<file path="config.mk">
export PLATFORM = sky130hd
export DESIGN_NAME = alu_result_serializer
export DESIGN_NICKNAME = d
export VERILOG_FILES = /design/src/rtl/alu_result_serializer.sv
export SDC_FILE = /design/constraint.sdc
export NUM_CORES = 1
export LEC_CHECK = 0
export CORE_MARGIN = 4
export CORE_UTILIZATION = 29
export CTS_BUF_LIST = sky130_fd_sc_hd__clkbuf_8
export DETAILED_ROUTE_END_ITERATION = 6
export PLACE_DENSITY = 0.57
export SETUP_SLACK_MARGIN = 0.3
export SLEW_MARGIN = 20
export SYNTH_ARGS = -nofsm -noshare
export SYNTH_HDL_FRONTEND = slang
export SYNTH_SLANG_ARGS = --single-unit
</file>
<file path="constraint.sdc">
create_clock -name clk -period 2.05 [get_ports clk]
set_input_delay 0.3075 -clock clk [delete_from_list [all_inputs] [get_ports clk]]
set_output_delay 0.3075 -clock clk [all_outputs]
set_load 0.02 [all_outputs]
</file>
<file path="src/rtl/alu_result_serializer.sv">
// ALU result serializer: buffers {short, carry, res} words and emits 2/3-byte frames.
// Ports: res_valid/res_ready/res_q/carry_q/short_mode in, byte_out/valid/ready/last out, busy.
module alu_result_serializer #(
  parameter int DEPTH = 2
) (
  input  logic        clk,
  input  logic        rst_n,
  input  logic        res_valid,
  output logic        res_ready,
  input  logic [17:0] res_q,
  input  logic        carry_q,
  input  logic        short_mode,
  output logic [7:0]  byte_out,
  output logic        byte_valid,
  input  logic        byte_ready,
  output logic        byte_last,
  output logic        busy
);

  localparam int AW = (DEPTH > 1) ? $clog2(DEPTH) : 1;
  localparam int CW = $clog2(DEPTH + 1);
  localparam logic [CW-1:0] FULL = CW'(DEPTH);

  localparam logic [1:0] S_IDLE = 2'd0;
  localparam logic [1:0] S_B0   = 2'd1;
  localparam logic [1:0] S_B1   = 2'd2;
  localparam logic [1:0] S_B2   = 2'd3;

  typedef struct packed {
    logic        short_f;
    logic        carry;
    logic [17:0] res;
  } entry_t;

  entry_t          mem [DEPTH];
  entry_t          frame;
  logic [AW-1:0]   wr_ptr;
  logic [AW-1:0]   rd_ptr;
  logic [CW-1:0]   count;
  logic [1:0]      state;
  logic [1:0]      state_nxt;

  logic            push;
  logic            pop;
  logic            xfer;
  logic            frame_end;
  logic            fifo_empty;

  // res_ready looks only at the registered count, so a pop in the
  // same cycle never opens a slot early.
  assign res_ready  = (count < FULL);
  assign fifo_empty = (count == '0);
  assign push       = res_valid & res_ready;
  assign xfer       = byte_valid & byte_ready;

  assign frame_end  = xfer &
                      (((state == S_B1) & frame.short_f) |
                       (state == S_B2));

  // Pop when idle, or at end of frame so the next frame starts
  // without an idle bubble.
  assign pop = ~fifo_empty &
               ((state == S_IDLE) | frame_end);

  assign busy = (state != S_IDLE) | ~fifo_empty;

  always_ff @(posedge clk) begin
    if (push) begin
      mem[wr_ptr] <= '{short_f: short_mode,
                       carry:   carry_q,
                       res:     res_q};
    end
  end

  always_ff @(posedge clk or negedge rst_n) begin
    if (!rst_n) begin
      wr_ptr <= '0;
      rd_ptr <= '0;
    end else begin
      if (push) wr_ptr <= wr_ptr + AW'(1);
      if (pop)  rd_ptr <= rd_ptr + AW'(1);
    end
  end

  always_ff @(posedge clk or negedge rst_n) begin
    if (!rst_n) begin
      count <= '0;
    end else begin
      unique case ({push, pop})
        2'b10:   count <= count + CW'(1);
        2'b01:   count <= count - CW'(1);
        default: count <= count;
      endcase
    end
  end

  always_ff @(posedge clk or negedge rst_n) begin
    if (!rst_n) begin
      frame <= '0;
    end else if (pop) begin
      frame <= mem[rd_ptr];
    end
  end

  always_comb begin
    state_nxt = state;
    unique case (state)
      S_IDLE: begin
        if (!fifo_empty) state_nxt = S_B0;
      end
      S_B0: begin
        if (xfer) state_nxt = S_B1;
      end
      S_B1: begin
        if (xfer) begin
          if (frame.short_f)
            state_nxt = fifo_empty ? S_IDLE : S_B0;
          else
            state_nxt = S_B2;
        end
      end
      S_B2: begin
        if (xfer)
          state_nxt = fifo_empty ? S_IDLE : S_B0;
      end
      default: state_nxt = S_IDLE;
    endcase
  end

  always_ff @(posedge clk or negedge rst_n) begin
    if (!rst_n) begin
      state <= S_IDLE;
    end else begin
      state <= state_nxt;
    end
  end

  // Outputs decode straight from state and the frame register, so they
  // hold for as long as the state does during a stall.
  always_comb begin
    byte_out   = 8'h00;
    byte_valid = 1'b0;
    byte_last  = 1'b0;
    unique case (state)
      S_IDLE: begin
        byte_out   = 8'h00;
      end
      S_B0: begin
        byte_valid = 1'b1;
        byte_out   = frame.res[7:0];
      end
      S_B1: begin
        byte_valid = 1'b1;
        byte_out   = frame.res[15:8];
        byte_last  = frame.short_f;
      end
      S_B2: begin
        byte_valid = 1'b1;
        byte_out   = {frame.carry, 5'b0, frame.res[17:16]};
        byte_last  = 1'b1;
      end
      default: begin
        byte_valid = 1'b0;
      end
    endcase
  end

endmodule

</file>
==> impl_metrics.json, run 1 <==
{
  "grt_pass1_vias": 1578,
  "slowest_stage": "dfrtp_2",
  "peakVddDrop_mv": 0.644,
  "clk_latency_ns": 0.32,
  "cts_tree": "yes",
  "clock_path_buffers": 2,
  "setup-violations-final": 0,
  "tightest_slew_ns": 0.343,
  "cp.arrival_ns": 1.56,
  "syn2layout_area_growth_pct": 36.2,
  "numPortBuffers": 35,
  "grt_max_degree": 27,
  "outcome": "completed",
  "crit_path_frequent_cell": "buf_6",
  "chipHeight_um": 105,
  "regArea_sq_um": 1850,
  "dieWidth_um": 105,
  "start_util_pct": 29.6,
  "synth.avg_cell_area_sq_um": 18.4,
  "yosys_warnings": 0,
  "gp_congestion": 0.681,
  "grt_pass1_wl_mm": 8.22,
  "vias": 1449,
  "clk_pin_slew_ns": 0.07,
  "numCtsBuffers": 9,
  "drive_gt1_share_pct": 51.6,
  "h-tree-depth": 3,
  "synthTopCellsByArea": "edfxtp_1 44%, dfrtp_1 24%, mux2_2 10%",
  "cp-end-kind": "primary output",
  "first_iter_violations": 59,
  "coreArea_sq_um": 9200,
  "drv_slew": 0,
  "cts_sinks": 66,
  "groute.usage.overall_pct": 9.80,
  "synth.largest_area_cell": "edfxtp_1",
  "synth.top_cell.area_share_pct": 44.1,
  "fillers": 831,
  "synth_seq_cells": 66,
  "die_area_sq_um": 11000,
  "diodes": 0,
  "leakage_nw": 1.47,
  "clockRootBuffer": "clkbuf_8",
  "synth_seq_area_share_pct": 68.0,
  "hp-class": "in2async",
  "max_freq_mhz": 535,
  "wl_per_cell_um": 16.1,
  "multi_input_area_sq_um": 915,
  "synth_cell_types": 24,
  "grt-ovfl-total": 0,
  "rr_worst_depth": 7,
  "cts_hold_buf": 0,
  "fin_crit_sh_pct": 91.2,
  "cpPeakStageDelay_ns": 0.41,
  "routed_wl_mm": 5.26,
  "crit_chain": "buf_6, or2_4, or3_4, buf_6",
  "drc": 0,
  "crit_type": "reg2out",
  "crit_required_ns": 1.74,
  "hold_viol": 0,
  "io_pins": 36,
  "netlist_area_sq_um": 2730,
  "skew_ns": 0.00510,
  "slew_headroom_pct": 77.1,
  "synth_nets": 173,
  "power_density_nw_per_um2": 1730,
  "antenna_found_initial": 0,
  "min_period_ns": 1.87,
  "first_pass_iters": 4,
  "fp-row-count": 35,
  "worstSetupStartpointType": "flip-flop",
  "antenna_left": 0,
  "hpwl_mm": 3.18,
  "viasPerCell": 4.44,
  "netlist_instances": 148,
  "maxCapViolations": 0,
  "tns_ns": 0,
  "rsz0062_at_grt": "true",
  "fin_util_pct": 40.4,
  "layout.nets": 235,
  "cp_max_fo": 5
}
[cell usage in the layout (no fill, tap or decap), types with 2 or more instances in the layout]
master / count
nor2_2: 2
a22o_2: 2
nor2_1: 2
buf_6: 16
dfrtp_1: 24
inv_1: 2
mux2_4: 20
dlygate4sd2_1: 3
a22o_4: 7
clkdlybuf4s50_1: 23
edfxtp_1: 40
xnor2_1: 3
dfrtp_2: 2
buf_4: 12
mux2_2: 23
buf_12: 2
nor2b_4: 2
clkbuf_8: 11
clkinv_2: 3
[final cells by class]
type | instances | area share [%]
tap | 111 | 3.74
clock buffer | 11 | 4.08
inverter | 2 | 0.202
timing repair buffer | 57 | 15.9
multi-input combinational | 74 | 24.6
clock inverter | 5 | 1.42
sequential | 66 | 50.0
[cells by family after synthesis]
family | synth area share (%)
flops | 68.0
mux | 20.2
fa+ha+maj | 0.459
buf+inv | 2.48
xor+xnor | 1.61
compound gates | 4.87
simple gates | 2.39
[path summary, 6_finish.rpt]
| path | start | endpoint | slack, ns |
|---|---|---|---|
| setup / recovery | state[0] | busy | 0.18 |
| hold / removal | rst_n | frame[19] | 0.35 |
| setup reg to reg | state[0] | frame[13] | 0.23 |
| hold reg to reg | frame[15] | frame[15] | 0.51 |
| max in group asynchronous | rst_n | state[1] | 1.42 |
| min in group clk | frame[15] | frame[15] | 0.51 |
[routing by layer]
layer	share of wire, %	routed length, um	GRT usage (%)
met5	0	0	0
met4	0.93	49	4.78
met3	3.7	194	2.96
met2	49	2580	15.6
met1	46	2430	12.1
[flip-flops by register name, indices dropped and copies added, names as in the netlist]
name and flops:
frame 20, mem 40, count 2, wr_ptr 1, rd_ptr 1, state 2
[where the power goes]
group          leakage, nW  switching [mW]  internal, mW
clock network        0.105           0.473         0.622
logic                0.696            1.29          1.94
registers            0.670           0.247          1.87
total                 1.47            2.00          4.43
[repair_timing]
| action | in CTS | in global routing |
|---|---|---|
| pin swaps | 1 | 6 |
| gates resized for setup | 50 | 39 |
| cloned | 1 | 2 |
| setup endpoints to repair | 33 | 32 |
| buffers inserted | 5 | 5 |
[worst max-delay path, delay by kind of cell, from the launching register on]
kind | cells | cell delay (ns)
buf+inv | 2 | 0.27
flops | 1 | 0.41
simple gates | 2 | 0.55
[stage by stage]
step	worst slack, ns	instances	hold WS, ns	power (mW)	cell area, sq um
2_1_floorplan	0.309	148	0.0119	3.93	2730
3_3_place_gp	0.0631	297	0.492	4.59	3240
3_5_place_dp	0.0580	297	0.497	4.64	3240
4_1_cts	0.106	319	0.350	5.79	3470
5_1_grt	0.131	326	0.373	6.76	3710
6_report	0.180	326	0.354	6.43	3710
[synthesized netlist by cell type (all sizes together)]
master / number
a211oi: 1
a22o: 9
and2b: 1
and3: 1
buf: 5
clkbuf: 2
dfrtp: 26
edfxtp: 40
ha: 1
inv: 2
mux2: 43
nand2: 1
nor2: 4
nor2b: 2
o21ai: 1
o221ai: 1
o311ai: 1
or2: 1
or3: 1
xnor2: 4
xor2: 1
Power figures use the tool's default switching activity.
==> run 2, diff against run 1 <==
- CTS_BUF_LIST: sky130_fd_sc_hd__clkbuf_8 -> sky130_fd_sc_hd__clkbuf_16
- CTS_CLUSTER_DIAMETER: not set -> 50
==> run 2 against run 1 <==
Hold slack improved by 0.013 ns. Count of clock-buffer cells in the layout is 2 lower. Final cell count unchanged. Clock power increased by 33%. Sequential share of layout area shrank 1.4 points. Register-to-register slack gained 0.03 ns. Maximum frequency shrank 0.55%. Global-route usage up 0.38 points. Worst setup slack worse by 0.010 ns. Non-clock buffer count stayed put. Via count down 0.28%. Total power grew 6.3%.
==> impl_metrics.json, run 2 (same netlist as run 1, synthesis figures left out) <==
{
  "drive_gt1_share_pct": 50.7,
  "final_cells": 326,
  "power_density_nw_per_um2": 1790,
  "clk_latency_ns": 0.32,
  "final_cell_mix": "40 x edfxtp_1, 24 x dfrtp_1, 23 x clkdlybuf4s50_1, 22 x mux2_4, 21 x mux2_2",
  "gp_congestion": 0.681,
  "placed_area_sq_um": 3240,
  "final_common_cell": "edfxtp_1",
  "clk_pin_slew_ns": 0.05,
  "tns_ns": 0,
  "crit_required_ns": 1.74,
  "hp-class": "in2async",
  "outcome": "completed",
  "vias": 1445,
  "setup-violations-final": 0,
  "cp.arrival_ns": 1.57,
  "setup_slack_ns": 0.170,
  "viasPerCell": 4.43,
  "grt_max_degree": 27,
  "leakage_nw": 1.52,
  "grt-ovfl-total": 0,
  "min_period_ns": 1.88,
  "rr_worst_depth": 7,
  "io_pins": 36,
  "layout.nets": 235,
  "first_iter_violations": 46,
  "chipHeight_um": 105,
  "die_area_sq_um": 11000,
  "pre_cts_ws_ns": 0.0580,
  "crit_type": "reg2out",
  "final_area_sq_um": 3820,
  "dp.cells": 297,
  "antenna_found_initial": 0,
  "groute.usage.overall_pct": 10.2,
  "reg.largest.list": "mem (40), frame (20)",
  "whs_ns": 0.367,
  "h-tree-depth": 3,
  "start_util_pct": 29.6,
  "routed_wl_mm": 5.24,
  "peakVddDrop_mv": 0.563,
  "rr_startpoint": "state[0]",
  "dieWidth_um": 105,
  "hold_viol": 0,
  "cts_hold_buf": 0,
  "syn2layout_area_growth_pct": 40.1,
  "skew_ns": 0.00507,
  "cp-end-kind": "primary output",
  "power_mw": 6.84,
  "startpoint": "state[0]",
  "regToRegSetupSlack_ns": 0.26,
  "top_register": "mem",
  "fin_util_pct": 41.5,
  "first_pass_iters": 4,
  "largest_reg_flops": 40,
  "diodes": 0,
  "cts_sinks": 66,
  "max_freq_mhz": 532,
  "slew_headroom_pct": 76.7,
  "wl_per_cell_um": 16.1,
  "rsz0062_at_grt": "true",
  "drc": 0,
  "numCtsBuffers": 9,
  "tightest_slew_ns": 0.349,
  "worstSetupStartpointType": "flip-flop",
  "numPortBuffers": 35,
  "clock_path_buffers": 2,
  "grt_pass1_vias": 1647,
  "fin_crit_sh_pct": 91.7,
  "clockRootBuffer": "clkbuf_16",
  "drv_slew": 0,
  "cts_tree": "yes",
  "cp-endpoint": "byte_out[7]",
  "reg2reg_to": "frame[10]",
  "antenna_left": 0,
  "coreArea_sq_um": 9200,
  "cp_max_fo": 7,
  "hpwl_mm": 3.18,
  "maxCapViolations": 0,
  "fp-row-count": 35,
  "grt_pass1_wl_mm": 8.59
}
## run 2: changes by cell type in the layout (fill, tap and decap cells not counted), sizes merged
cell / change
buf: +1
clkinv: +2
clkbuf: -3
## run 2: report_power, final
part | switching (mW) | internal, mW | total, mW | leakage [nW]
combinational | 1.27 | 1.98 | 3.26 | 0.708
clock | 0.524 | 0.924 | 1.45 | 0.140
sequential | 0.261 | 1.87 | 2.14 | 0.670
## run 2: metal layers
metal	track usage [%]	vias up	share of wire (%)
li1	-	682	-
met1	13.1	727	45
met2	15.9	27	49
met3	3.71	9	4.1
met4	3.37	0	1.3
met5	0	-	0
## run 2: layout make-up
| type | instances | area (sq um) |
|---|---|---|
| Tap cell | 111 | 139 |
| Clock buffer | 9 | 225 |
| Clock inverter | 7 | 60.1 |
| Inverter | 2 | 7.51 |
| Multi-Input combinational cell | 74 | 922 |
| Sequential cell | 66 | 1850 |
| Timing Repair Buffer | 57 | 609 |
| Fill cell | 821 | 5380 |
## run 2: worst max-delay path, stage by stage (launching register included)
cell     delay, ns
dfrtp_2       0.46
buf_6         0.15
mux2_4        0.29
a22o_4        0.22
buf_6         0.13
## run 2: repair_timing
action | CTS | global route
cloned | 3 | 0
setup endpoints to repair | 33 | 32
gates resized for setup | 63 | 30
setup buffers | 10 | 0
pin swaps | 3 | 7
## run 2: how the worst min path moves through the flow
stage | startpoint | to | slack, ns | depth (start not counted)
floorplan | rst_n | count[0] | 0.01 | 0
global placement | frame[4] | frame[4] | 0.49 | 1
detailed placement | frame[4] | frame[4] | 0.50 | 1
CTS | rst_n | frame[19] | 0.38 | 2
global route | rst_n | frame[19] | 0.40 | 2
finish | rst_n | frame[19] | 0.37 | 2
